$ cat src/rtl/motor_step_driver.sv
// Six-motor step/direction driver: converts a committed BCD target and steps the selected motor there.
// Optional HOME_SWITCH_EN adds a per-motor home switch that zeroes the position on a downward move.
module motor_step_driver #(
    parameter int HALF_PERIOD = 5000,
    parameter int DIR_SETUP   = 8
) (
    input  logic       sysclk,
    input  logic       rst,
    input  logic [3:0] TValue0,
    input  logic [3:0] TValue1,
    input  logic [3:0] TValue2,
    input  logic [5:0] Motor,
`ifdef HOME_SWITCH_EN
    input  logic [5:0] Home,
`endif
    output logic [5:0] Step,
    output logic [5:0] Dir,
    output logic       Busy,
    output logic       Done,
    output logic       Err
);
    // state | meaning
    // IDLE  | waiting for the inputs to differ from the snapshot
    // LOAD  | validate, convert target, compare with current position
    // SETUP | Dir held stable before the first step edge
    // HIGH  | Step high for HALF_PERIOD cycles
    // LOW   | Step low for HALF_PERIOD cycles, position updated at its end
    // DONE  | one-cycle completion pulse
    typedef enum logic [2:0] {IDLE, LOAD, SETUP, HIGH, LOW, DONE} state_t;

    localparam logic [15:0] HP_LD = 16'(HALF_PERIOD - 1);
    localparam logic [15:0] DS_LD = 16'(DIR_SETUP - 1);

    state_t      state, state_nxt;
    logic [17:0] snap;
    logic [17:0] cmd;
    logic [15:0] cnt, cnt_nxt;
    logic [2:0]  idx;
    logic [2:0]  sel_idx;
    logic [9:0]  target;
    logic [9:0]  tgt_conv;
    logic [9:0]  pos [6];
    logic [9:0]  step_pos;
    logic [5:0]  dir_q;
    logic [5:0]  m;
    logic        cmd_ok;
    logic        tc;
    logic        home_hit;

    assign cmd = {Motor, TValue0, TValue1, TValue2};
    assign m   = snap[17:12];
    assign tc  = (cnt == 16'd0);

    assign cmd_ok   = (m != 6'd0) && ((m & (m - 6'd1)) == 6'd0) &&
                      (snap[11:8] <= 4'd9) && (snap[7:4] <= 4'd9) && (snap[3:0] <= 4'd9);
    assign tgt_conv = 10'(snap[11:8]) * 10'd100 + 10'(snap[7:4]) * 10'd10 + 10'(snap[3:0]);
    assign step_pos = dir_q[idx] ? pos[idx] + 10'd1 : pos[idx] - 10'd1;

`ifdef HOME_SWITCH_EN
    assign home_hit = !dir_q[idx] && Home[idx];
`else
    assign home_hit = 1'b0;
`endif

    always_comb begin
        sel_idx = 3'd0;
        for (int i = 0; i < 6; i++) begin
            if (m[i]) sel_idx = 3'(i);
        end
    end

    always_comb begin
        state_nxt = state;
        cnt_nxt   = tc ? cnt : cnt - 16'd1;
        case (state)
            IDLE: if (cmd != snap) state_nxt = LOAD;
            LOAD: begin
                if (!cmd_ok)                        state_nxt = IDLE;
                else if (tgt_conv == pos[sel_idx])  state_nxt = DONE;
                else begin
                    state_nxt = SETUP;
                    cnt_nxt   = DS_LD;
                end
            end
            SETUP: if (tc) begin
                state_nxt = HIGH;
                cnt_nxt   = HP_LD;
            end
            HIGH: if (tc) begin
                state_nxt = LOW;
                cnt_nxt   = HP_LD;
            end
            LOW: if (tc) begin
                if (home_hit || step_pos == target) state_nxt = DONE;
                else begin
                    state_nxt = HIGH;
                    cnt_nxt   = HP_LD;
                end
            end
            DONE:    state_nxt = IDLE;
            default: state_nxt = IDLE;
        endcase
    end

    always_ff @(posedge sysclk or posedge rst) begin
        if (rst) begin
            state  <= IDLE;
            cnt    <= 16'd0;
            snap   <= 18'd0;
            idx    <= 3'd0;
            target <= 10'd0;
            dir_q  <= 6'd0;
            Err    <= 1'b0;
            for (int i = 0; i < 6; i++) pos[i] <= 10'd0;
        end else begin
            state <= state_nxt;
            cnt   <= cnt_nxt;
            Err   <= (state == LOAD) && !cmd_ok;
            if (state == IDLE && cmd != snap) snap <= cmd;
            if (state == LOAD) begin
                idx    <= sel_idx;
                target <= tgt_conv;
                if (cmd_ok && tgt_conv != pos[sel_idx])
                    dir_q[sel_idx] <= (tgt_conv > pos[sel_idx]);
            end
            // a home switch hit overrides step counting and re-zeroes the motor
            if (state == LOW && tc) pos[idx] <= home_hit ? 10'd0 : step_pos;
        end
    end

    assign Step = (state == HIGH) ? (6'd1 << idx) : 6'd0;
    assign Dir  = dir_q;
    assign Busy = (state != IDLE);
    assign Done = (state == DONE);
endmodule

$ cat config.mk
export PLATFORM = sky130hd
export DESIGN_NAME = motor_step_driver
export DESIGN_NICKNAME = d
export VERILOG_FILES = /design/src/rtl/motor_step_driver.sv
export SDC_FILE = /design/constraint.sdc
export NUM_CORES = 1
export LEC_CHECK = 0
export CAP_MARGIN = 40
export CELL_PAD_IN_SITES_DETAIL_PLACEMENT = 1
export CELL_PAD_IN_SITES_GLOBAL_PLACEMENT = 1
export CORE_MARGIN = 2
export CORE_UTILIZATION = 40
export DETAILED_ROUTE_END_ITERATION = 8
export GPL_TIMING_DRIVEN = 0
export PLACE_DENSITY = 0.76
export SETUP_SLACK_MARGIN = 0.5
export SLEW_MARGIN = 20
export SYNTH_ARGS = -nofsm -noshare
export SYNTH_HDL_FRONTEND = slang
export SYNTH_SLANG_ARGS = --single-unit
$ cat constraint.sdc
create_clock -name sysclk -period 5.97 [get_ports sysclk]
set_input_delay 0.8955 -clock sysclk [delete_from_list [all_inputs] [get_ports sysclk]]
set_output_delay 0.8955 -clock sysclk [all_outputs]
set_load 0.005 [all_outputs]
# Word-level counts from Yosys, hierarchy flattened
# Cells that the tools add are included.
# word_totals
input_bits	20
register_bits	117
# op_classes
mul	2
bitwise	3
mux	36
addsub	6
magnitude_cmp	10
n_reduce_logical	19
shift	1
eq_ne	13
# ops
cell	n
2-to-1 mux 16 bit	6
binary-select mux 10 bit (select 3 bit)	2
bitwise mux 60 bit	1
2-to-1 mux 10 bit	6
one-hot mux 16 bit (3 select lines)	1
demux 10 bit (select 3 bit)	1
2-to-1 mux 3 bit	9
equality test 10 bit	2
inequality test 18 bit	1
zero test 16 bit	1
subtractor 16 x 1 -> 16 bit, second input constant	1
one-hot mux 3 bit (5 select lines)	1
less-or-equal comparator 4 bit, second input constant	3
adder 10 x 1 -> 10 bit, second input constant	1
adder 10 x 4 -> 10 bit	1
adder 10 x 8 -> 10 bit	1
greater-than comparator 10 bit	1
logical AND 1 bit	10
inequality test 10 bit	1
subtractor 10 x 1 -> 10 bit, second input constant	1
>= comparator 4 bit, second input constant	2
less-than comparator 3 x 4 -> 1 bit, second input constant	2
multiplier 4 x 5 -> 8 bit, second input constant	1
inequality test 2 bit, second input constant	4
24 further kinds	30

# Longest topological paths before layout
# Gate-level depths: netlist of run 1.
# depth
depth_word	13
ltp_mapped	19
mapped_depth_nobuf	19

# Least setup slack after synthesis of run 1
# OpenSTA, ideal clock, no wires.
# synth_timing
path_type	register -> register
startpoint	reg idx[0]
endpoint	reg state[1]
path_stages_with_launch	16
n_path_buf	5
required_time_ns	5.834
setup_time_ns	0.136
path_slack_ns	1.120
t_arrival_ns	4.714
path_cell_list	dfrtp_1 > buf_6 > clkbuf_1 > clkbuf_1 > mux4_2 > a21oi_1 > ha_1 > buf_2 > a21o_1 > clkbuf_1 > a221oi_1 > o2111a_1 > o32a_1 > nand4_1 > o31ai_4 > o221ai_2
# synth_between
elab_chain_cells	10
elab_cells_between_ends	13
classes_between	2 x add/sub; 1 x eq/ne; 9 x mux; 1 x bitwise
# synth_lines
item	line_no	text
from (decl)	38	logic [2:0] idx;
from (signal assigned)	121	idx <= sel_idx;
NOT 3 -> 4 bit (not written as such)	57	assign step_pos = dir_q[idx] ? pos[idx] + 10'd1 : pos[idx] - 10'd1;
binary-select mux 10 bit (select 3 bit)	57	
2-to-1 mux 10 bit (not written as such) (2 in series)	57	
subtractor 10 x 1 -> 10 bit / adder 10 x 1 -> 10 bit (equally long branches)	57	
2-to-1 mux 10 bit (*)	57	
equality test 10 bit (*)	94	if (home_hit || step_pos == target) state_nxt = DONE;
2-to-1 mux 3 bit (*)	94	
2-to-1 mux 3 bit (*)	93	LOW: if (tc) begin
one-hot mux 3 bit (5 select lines) (*)	75	case (state)
to (signal assigned)	116	state <= state_nxt;
to (decl)	34	state_t state, state_nxt;
# Every way passes the cells marked *; elsewhere a longest branch is shown, timed or not. The select of a mux whose other input is x is not followed.
# A chain may end at the register's enable or synchronous reset.

# Worst setup path in the final report of run 1
# layout_timing
startpoint	reg snap[14]
endpoint	reg dir_q[1] (netlist: Dir[1])
# layout_between
elab_chain_cells	11
elab_cells_between_ends	26
classes_between	1 x add/sub; 3 x order compare; 1 x eq/ne; 10 x mux; 2 x bitwise; 9 x reduce/logical
# layout_lines
item	line_no	text
from (decl)	35	logic [17:0] snap;
from (signal assigned)	119	if (state == IDLE && cmd != snap) snap <= cmd;
parallel branches: the longest is 11 deep, another holds greater-than comparator 10 bit	-	
to (signal, indexed assignment)	124	dir_q[sel_idx] <= (tgt_conv > pos[sel_idx]);
to (decl)	44	logic [5:0] dir_q;
# Parallel ways; which one is timed is not known. The select of a mux whose other input is x is not followed.

==> results of run 1 <==
worst min-delay path, stage by stage (launching register included):
cell     delay (ns)
dfrtp_1        0.36
nand2_1        0.06
o21ai_0        0.06
cells by family after synthesis:
group	share of synthesized area, %
and+or+nand+nor	15.35
DFF	36.24
xor gates and xnor gates	6.241
buffers and inverters	3.763
AOI/OAI and AO/OA	13.86
muxes	15.78
adders and majority gates	8.766
worst min path at each step:
stage	startpoint	end	slack, ns	cells past startpoint
2_1_floorplan	pos[50]$_DFFE_PP0P_	pos[50]$_DFFE_PP0P_	0.46	2
3_3_place_gp	pos[10]$_DFFE_PP0P_	pos[10]$_DFFE_PP0P_	0.48	2
3_5_place_dp	target[7]$_DFFE_PP0P_	target[7]$_DFFE_PP0P_	0.49	2
4_1_cts	pos[55]$_DFFE_PP0P_	pos[55]$_DFFE_PP0P_	0.51	2
5_1_grt	pos[15]$_DFFE_PP0P_	pos[15]$_DFFE_PP0P_	0.53	2
6_report	pos[10]$_DFFE_PP0P_	pos[10]$_DFFE_PP0P_	0.51	2
synthesized netlist by cell type, types with 12 or more instances:
library cell  number
a21oi_1           34
nand4_1           12
dfrtp_1          117
inv_1             28
o21ai_0           48
mux2_2            76
nor3_1            13
xor2_1            18
nand2_1           79
nor2b_1           17
xnor2_1           37
nor2_1            43
mux2i_1           19
clkbuf_1          36
ha_1              47
per-layer routing:
metal / wire (um) / global-route usage [%] / share of wire, % / vias to the layer above
li1: - / - / - / 3070
met1: 11050 / 31.29 / 45 / 3309
met2: 11920 / 39.60 / 49 / 111
met3: 903 / 4.563 / 3.7 / 33
met4: 420 / 6.893 / 1.7 / 0
met5: 0 / 0 / 0 / -
through the flow:
| step | setup slack, ns | area [um^2] |
|---|---|---|
| after floorplan | 1.120 | 8079 |
| after global placement | -0.3602 | 8751 |
| after detailed placement | 0.2226 | 8802 |
| after CTS | 0.5070 | 9393 |
| after global routing | 0.5058 | 9415 |
| final | 0.7444 | 9415 |
state kept, by name (all words and copies together) (netlist names):
signal and cells:
Err 1, target 10, pos 60, idx 3, snap 18, cnt 16, state 3, Dir 6
layout make-up:
| cell class | count | area [um^2] | share of cell area (%) |
|---|---|---|---|
| Tap cell | 265 | 331.6 | 3.522 |
| Timing Repair Buffer | 39 | 399.1 | 4.239 |
| Clock buffer | 17 | 425.4 | 4.518 |
| Sequential cell | 117 | 2928 | 31.10 |
| Inverter | 30 | 117.6 | 1.249 |
| Clock inverter | 15 | 156.4 | 1.661 |
| Buffer | 46 | 192.7 | 2.047 |
| Multi-Input combinational cell | 622 | 4865 | 51.67 |
power by group through the flow:
stage          Sequential (mW)  Combinational (mW)  Clock (mW)
2_1_floorplan             1.11                2.48           0
3_3_place_gp              1.17                3.26           0
3_5_place_dp              1.18                3.39           0
4_1_cts                   1.17                3.49        1.04
5_1_grt                   1.20                3.88        1.07
6_report                  1.17                3.50        1.02
what timing repair did:
| action | 4_1_cts | 5_1_grt |
|---|---|---|
| buffers inserted | 0 | 1 |
| pin swaps | 0 | 1 |
| endpoints found under the setup margin | 9 | 9 |
| resized for setup | 2 | 2 |
==> impl_metrics.toml, run 1 <==
[status]
status = "finished clean"

[sta]
max_freq_ghz = 0.1914
finalClockSkew_ns = 0.01248
maxSlewHeadroom_pct = 43.29
whs_ns = 0.5139
final_hold_viol_count = 0
finalCritPeriodShare_pct = 87.53
setup_viol_count_final = 0
tns_ns = 0
drv_slew = 0
worst_pin_slew_ns = 0.8507
fin_crit_ns = 5.226
rsz0062_at_grt = "false"

[critical_path]
cp_num_buf_inv = 2
reg2regPathDepth = 16
worstSetupEndpoint = "Dir[1]$_DFFE_PP0P_"
r2r_start = "snap[14]$_DFFE_PP0P_"
setup.worst_path.end_class = "flop"
cpMaxStageDelayCell = "nor4_4"
crit_start = "snap[14]$_DFFE_PP0P_"
r2r_end = "Dir[1]$_DFFE_PP0P_"
arrival_ns = 5.54
slowest_delay_ns = 0.71
required_ns = 6.29
crit_type = "reg -> reg"
cp.depth = 16
start_kind = "flop"
critPathTopFamily = "simple AND/OR/NAND/NOR gates"
crit_chain = "clkbuf_1 > nand2b_1 > a21oi_1 > or2_2 > clkbuf_1 > a211oi_1 > o311ai_0 > o21ai_0 > o21ai_0 > ha_1 > nand2_1 > nor3_1 > nor4_4 > and2_1 > nand3_1 > mux2_2"
rrSetupSlack_ns = 0.74
cp_max_fo = 10

[min_path]
min_path_type = "reg -> reg"

[placement]
dp_hpwl_um = 18080
placed_cells = 1117
port_buffers = 34
place.gp.congestion = 0.8294

[route]
vias = 6523
ant_nets = 0
drt-initial-drc-count = 328
wl_um = 24290
first_pass_iters = 4
via_per_inst = 5.667
wl_per_cell_um = 21.10
drc = 0

[pwr]
pwr-share-comb_pct = 61.5
swShare_pct = 48.24
power_density_mw_per_mm2 = 605.3
p_int_mw = 2.950
irDropWorstVdd_uv = 388.4
power_mw = 5.699
clockPowerShare_pct = 17.9
leakage_nw = 4.157
p_switching_mw = 2.749
p_seq_share_pct = 20.6

[final_layout]
fillers = 2264
layout_commonest_cell = "dfrtp_1"
areaGrowthSynthToFinish_pct = 16.54
instances_no_fill = 1151
layout.nets = 946
layout_common_cells = "dfrtp_1 (117), nand2_1 (79), mux2_2 (76)"
antenna_cells = 0
final_core_util_pct = 47.91
drive_gt1_share_pct = 17.04

[yosys]
synth-seq-area-share_pct = 36.24
synth.distinct_cells = 73
synth_area_leaders = "dfrtp_1 (36%), mux2_2 (11%), ha_1 (7.3%), xnor2_1 (4.0%), nand2_1 (3.7%)"
synth-main-ff-cell = "dfrtp_1"
synth_top_area_share_pct = 36.24
syn_inst = 815
synth.cell_area_mm2 = 0.008079
ys_warn_count = 0
yosysTopAreaCell = "dfrtp_1"
syn-num-nets = 888
synth-edff-count = 0
avgSynthCellArea_um2 = 9.913
async_flop_share_pct = 100.0
synth_seq_cells = 117

[clock_tree]
ctsLongestPathBuffers = 2
holdBufCountCts = 0
clock-sinks = 117
cts_buffers = 17
clk_pin_slew_ns = 0.07
cts_max_level = 4
cts_tree = "done"
clk_latency_ns = 0.43
root_buffer = "clkbuf_16"

[die]
io_pins = 35
start_util_pct = 41.11
fp-row-count = 51
die_h_um = 146.1
dieArea_mm2 = 0.02135
fp.dieW_um = 146.1
coreArea_mm2 = 0.01965

[flow_run]
maxCapViolCount = 0

[global_routing]
grt_pass1_vias = 7119
grt_start_max_net_pins = 68
overflow = 0
grt.total_usage_pct = 23.66
grt_antenna_before_repair = 1
grt_pass1_wl_um = 39630
No activity file was read; power rests on OpenSTA's default activity.
==> run 2: changes to the inputs <==
--- a/config.mk
+++ b/config.mk
@@ -8,11 +8,12 @@
 export CAP_MARGIN = 40
 export CELL_PAD_IN_SITES_DETAIL_PLACEMENT = 1
 export CELL_PAD_IN_SITES_GLOBAL_PLACEMENT = 1
+export CORE_ASPECT_RATIO = 0.5
 export CORE_MARGIN = 2
-export CORE_UTILIZATION = 40
+export CORE_UTILIZATION = 49
 export DETAILED_ROUTE_END_ITERATION = 8
 export GPL_TIMING_DRIVEN = 0
-export PLACE_DENSITY = 0.76
+export PLACE_DENSITY = 0.89
 export SETUP_SLACK_MARGIN = 0.5
 export SLEW_MARGIN = 20
 export SYNTH_ARGS = -nofsm -noshare
==> run 2 against run 1 <==
  * Die area down 18%
  * Final cell count down 3.1%
  * Register-to-register slack got worse by 0.02 ns
  * Combinational power is 8.0% higher
  * Sequential power hardly changed
  * Sequential share of layout area barely moved
  * First-iteration DRC count is 54% higher
  * Via count rose by 7.6%
  * Global-route usage increased by 7.5 points
  * Routed wire length is 7.2% higher
  * Critical path type unchanged
  * Largest cell class unchanged
  * Highest routed layer unchanged
==> impl_metrics.toml, run 2 (synthesis results as in run 1) <==
[status]
status = "finished clean"

[pwr]
power_density_mw_per_mm2 = 642.0
leakage_nw = 4.186
pwr-share-comb_pct = 62.6
p_seq_share_pct = 19.5
clockPowerShare_pct = 17.9
p_switching_mw = 2.992
irDropWorstVdd_uv = 415.7
swShare_pct = 49.54
p_int_mw = 3.048

[sta]
finalClockSkew_ns = 0.01513
worst_pin_slew_ns = 0.8069
setup_viol_count_final = 0
drv_slew = 0
fin_crit_ns = 5.250
max_freq_ghz = 0.1905
maxSlewHeadroom_pct = 46.21
final_hold_viol_count = 0
finalCritPeriodShare_pct = 87.94
rsz0062_at_grt = "false"
whs_ns = 0.5105

[global_routing]
grt.total_usage_pct = 31.13
overflow = 0
grt_pass1_wl_um = 40640
grt_start_max_net_pins = 65
grt_antenna_before_repair = 0
grt_pass1_vias = 7333

[critical_path]
crit_chain = "buf_6 > clkbuf_2 > clkbuf_1 > mux4_2 > a21oi_1 > buf_4 > ha_1 > buf_2 > a21o_1 > clkbuf_1 > a221oi_2 > o2111a_1 > o32a_1 > nand4_1 > o311ai_0 > a21oi_1"
rrSetupSlack_ns = 0.72
arrival_ns = 5.54
critPathTopFamily = "compound AO/OA/AOI/OAI gates"
required_ns = 6.26
start_kind = "flop"
crit_type = "reg -> reg"
cpMaxStageDelayCell = "mux4_2"
cp_num_buf_inv = 6
setup.worst_path.end_class = "flop"
slowest_delay_ns = 0.58
cp_max_fo = 10

[clock_tree]
cts_setup_buffers = 0
cts_max_level = 4
post_cts_resized = 1
clk_pin_slew_ns = 0.06
ctsLongestPathBuffers = 2
cts_tree = "done"
holdBufCountCts = 0
root_buffer = "clkbuf_16"
cts_buffers = 17
clk_latency_ns = 0.44
clock-sinks = 117

[flow_run]
maxCapViolCount = 0

[die]
fp.dieW_um = 185.6
fp-row-count = 33
die_h_um = 94.80
dieArea_mm2 = 0.01759
coreArea_mm2 = 0.01627
io_pins = 35
start_util_pct = 49.66

[route]
via_per_inst = 6.298
first_pass_iters = 5
vias = 7022
wl_um = 26040
drt-initial-drc-count = 504
drc = 0
wl_per_cell_um = 23.36
ant_nets = 0

[placement]
place_area_mm2 = 0.008755
dp_hpwl_um = 18240
placed_cells = 1079
port_buffers = 34
place.gp.congestion = 0.8913

[final_layout]
largestRegisters = "pos: 60 flops, snap: 18 flops, cnt: 16 flops"
layout_common_cells = "dfrtp_1 (117), nand2_1 (79), mux2_2 (76)"
largest_reg_flops = 60
fin_area_mm2 = 0.009409
fillers = 1796
drive_gt1_share_pct = 17.36
layout.nets = 947
largest-register = "pos"
areaGrowthSynthToFinish_pct = 16.46
layout_commonest_cell = "dfrtp_1"
instances_no_fill = 1115

[min_path]
min_path_type = "reg -> reg"
==> run 2: changes by cell type in the layout (fill, tap and decap cells not counted), moves of 2 or more <==
| cell | previous run | this run |
|---|---|---|
| clkinv_8 | 2 | 0 |
| clkbuf_4 | 0 | 2 |
| bufinv_16 | 0 | 2 |
| inv_8 | 5 | 2 |
==> run 2: layer usage <==
layer / track usage, % / wire (um) / part of all wire, %
met3: 7.443 / 1725 / 6.6
met1: 39.89 / 11270 / 43
met5: 0 / 0 / 0
met2: 50.93 / 12210 / 47
met4: 13.19 / 839 / 3.2
==> run 2: final timing paths <==
path,from,endpoint,cells after the start
setup reg to reg,idx[0]$_DFFE_PP0P_,cnt[0]$_DFF_PP0_,16
min in group asynchronous,rst,cnt[11]$_DFF_PP0_,2
hold reg to reg,target[7]$_DFFE_PP0P_,target[7]$_DFFE_PP0P_,2
setup / recovery,idx[0]$_DFFE_PP0P_,cnt[0]$_DFF_PP0_,16
hold / removal,target[7]$_DFFE_PP0P_,target[7]$_DFFE_PP0P_,2
max in group asynchronous,rst,pos[32]$_DFFE_PP0P_,3
==> run 2: final cells by class <==
class | instances | area, um^2 | area share (%)
Multi-Input combinational cell | 622 | 4872 | 51.78
Buffer | 46 | 193.9 | 2.061
Timing Repair Buffer | 40 | 406.6 | 4.322
Tap cell | 227 | 284.0 | 3.019
Clock buffer | 18 | 439.2 | 4.668
Sequential cell | 117 | 2928 | 31.12
Antenna cell | 1 | 2.502 | 0.02660
Inverter | 30 | 117.6 | 1.250
Clock inverter | 14 | 165.2 | 1.755
==> run 2: per-stage QoR <==
stage	total power, mW	utilization (%)	TNS, ns	worst slack [ns]
2_1_floorplan	3.596	-	0	1.120
3_3_place_gp	4.495	53.50	-1.378	-0.2247
3_5_place_dp	4.783	53.81	0	0.3994
4_1_cts	5.975	57.54	0	0.5972
5_1_grt	6.489	57.82	0	0.4581
6_report	6.041	57.84	0	0.7198
==> run 2: worst min-delay path, cell delays in order (launching register included) <==
cell and delay [ns]:
dfrtp_1 0.36, nand2_1 0.06, nand2_1 0.06
==> run 2: power groups by stage <==
stage	combinational (mW)	sequential, mW	clock (mW)
after floorplan	2.48	1.11	0
after global placement	3.33	1.16	0
after detailed placement	3.60	1.18	0
after CTS	3.72	1.17	1.08
after global routing	4.17	1.21	1.12
final	3.78	1.18	1.08
==> run 3: changes to the inputs <==
==> constraint.sdc (replaced) <==
create_clock -name sysclk -period 5.29 [get_ports sysclk]
set_input_delay 0.7935 -clock sysclk [delete_from_list [all_inputs] [get_ports sysclk]]
set_output_delay 0.7935 -clock sysclk [all_outputs]
set_load 0.005 [all_outputs]
==> run 3 against run 2 <==
  * Power increased by 22%
  * Clock-buffer cell count unchanged
  * Die area unchanged
  * Combinational power increased by 28%
  * Critical path depth increased by 2
  * Utilization increased by 1.2 points
  * Setup slack got worse by 0.12 ns
  * Fmax increased by 12%
  * Largest cell class unchanged
==> impl_metrics.toml, run 3 (synthesis results as in run 1) <==
[clock_tree]
cts_buffers = 17
cts_max_level = 4
clk_pin_slew_ns = 0.07
root_buffer = "clkbuf_16"
clk_latency_ns = 0.43
ctsLongestPathBuffers = 2
cts_tree = "done"
clock-sinks = 117

[final_layout]
fillers = 1796
largest-register = "pos"
layout_common_cells = "dfrtp_1 (113), nand2_1 (79), mux2_2 (76)"
drive_gt1_share_pct = 21.03
antenna_cells = 0
final-seq-area_mm2 = 0.002933
layout_commonest_cell = "dfrtp_1"
layout.nets = 954
multi_input_area_mm2 = 0.004986
largestRegisters = "pos: 60 flops, snap: 18 flops, cnt: 16 flops"
areaGrowthSynthToFinish_pct = 18.86
largest_reg_flops = 60

[sta]
drv_slew = 0
whs_ns = 0.4995
max_freq_ghz = 0.2131
setup_ws_ns = 0.5979
tns_ns = 0
worst_pin_slew_ns = 0.9260
finalCritPeriodShare_pct = 88.70
final_hold_viol_count = 0
finalClockSkew_ns = 0.01075
fin_crit_ns = 4.692
rsz0062_at_grt = "false"
setup_viol_count_final = 0
maxSlewHeadroom_pct = 37.82

[global_routing]
grt.total_usage_pct = 32.11
grt_pass1_vias = 7474
grt_pass1_wl_um = 41960
grt_antenna_before_repair = 0
overflow = 0
grt_start_max_net_pins = 68

[placement]
dp_hpwl_um = 18260
port_buffers = 34
pre_cts_ws_ns = -0.2085
place.gp.congestion = 0.8861

[route]
wl_um = 27450
vias = 7123
via_per_inst = 6.354
first_pass_iters = 5
drt-initial-drc-count = 493
drc = 0
ant_nets = 0
wl_per_cell_um = 24.49

[pwr]
p_seq_share_pct = 18.2
clockPowerShare_pct = 16.4
power_density_mw_per_mm2 = 768.0
irDropWorstVdd_uv = 506.1
leakage_nw = 4.291
swShare_pct = 49.92
p_int_mw = 3.693
pwr-share-comb_pct = 65.4
p_switching_mw = 3.682
power_mw = 7.375

[die]
coreArea_mm2 = 0.01627
dieArea_mm2 = 0.01759
fp-row-count = 33
die_h_um = 94.80
start_util_pct = 49.66
io_pins = 35
fp.dieW_um = 185.6

[min_path]
min_path_type = "reg -> reg"

[critical_path]
setup.worst_path.end_class = "flop"
cp_num_buf_inv = 1
cp_max_fo = 5
crit_type = "reg -> reg"
start_kind = "flop"
cpMaxStageDelayCell = "fa_1"
required_ns = 5.60
critPathTopFamily = "adder cells"
cpMostUsedCell = "ha_1"
arrival_ns = 5.00
crit_chain = "ha_1 > ha_1 > fa_1 > ha_1 > ha_1 > inv_1 > o21bai_1 > a21oi_2 > o21bai_2 > a21oi_2 > xor2_2 > ha_1 > nand4_1 > nor3_2 > nor4_4 > nand3_1 > nor2_1 > mux2_2"
slowest_delay_ns = 0.46

[flow_run]
maxCapViolCount = 0

[status]
status = "finished clean"
run 3: cell types whose count changed in the layout (fill, tap and decap cells not counted), sizes merged:
cell and change:
clkbuf -4, buf +11, clkinv -1, inv +1, diode -1
run 3: tightest hold or removal path: cells and delay by family (launching register included):
family        cells  cell delay (ns)
simple gates      2             0.12
flops             1             0.36
run 3: area by class of cell:
cell class	count	share of cell area [%]
Buffer	46	2.150
Sequential cell	117	30.54
Multi-Input combinational cell	622	51.92
Clock buffer	18	4.573
Inverter	30	1.225
Timing Repair Buffer	47	4.938
Tap cell	227	2.958
Clock inverter	14	1.694
run 3: metal layers:
metal  vias up  part of all wire, %  GRT usage (%)  routed length (um)
met5         -                    0              0                   0
met4         0                  3.3          13.71                 899
met3        91                  8.1          7.520                2218
met2       323                   47          53.89               13020
met1      3629                   41          40.15               11310
li1       3080                    -              -                   -
run 3: final timing paths:
path,startpoint,endpoint,slack [ns],cells past startpoint
min,target[7]$_DFFE_PP0P_,target[7]$_DFFE_PP0P_,0.50,2
max reg2reg,snap[5]$_DFFE_PP0P_,Dir[0]$_DFFE_PP0P_,0.60,18
min in group asynchronous,rst,cnt[11]$_DFF_PP0_,0.79,2
max in group asynchronous,rst,snap[8]$_DFFE_PP0P_,3.76,3
max,snap[5]$_DFFE_PP0P_,Dir[0]$_DFFE_PP0P_,0.60,18
min reg2reg,target[7]$_DFFE_PP0P_,target[7]$_DFFE_PP0P_,0.50,2
run 3: metrics by stage:
stage / cell area [um^2] / instances / utilization [%]
2_1_floorplan: 8083 / 815 / -
3_3_place_gp: 8707 / 1076 / 53.52
3_5_place_dp: 8751 / 1078 / 53.79
4_1_cts: 9477 / 1117 / 58.25
5_1_grt: 9603 / 1121 / 59.03
6_report: 9603 / 1121 / 59.03
run 3: repair_timing:
| item | in CTS | in global routing |
|---|---|---|
| hold buffers | 0 | 0 |
| setup endpoints to repair | 55 | 26 |
| resized for setup | 15 | 34 |
| setup buffers | 7 | 4 |
| pin swaps | 5 | 7 |
run 3: power groups by stage:
stage	combinational, mW	clock (mW)	sequential [mW]
2_1_floorplan	2.80	0	1.25
3_3_place_gp	3.76	0	1.31
4_1_cts	4.31	1.21	1.33
5_1_grt	5.17	1.26	1.37
6_report	4.83	1.21	1.34
3_5_place_dp	4.05	0	1.34
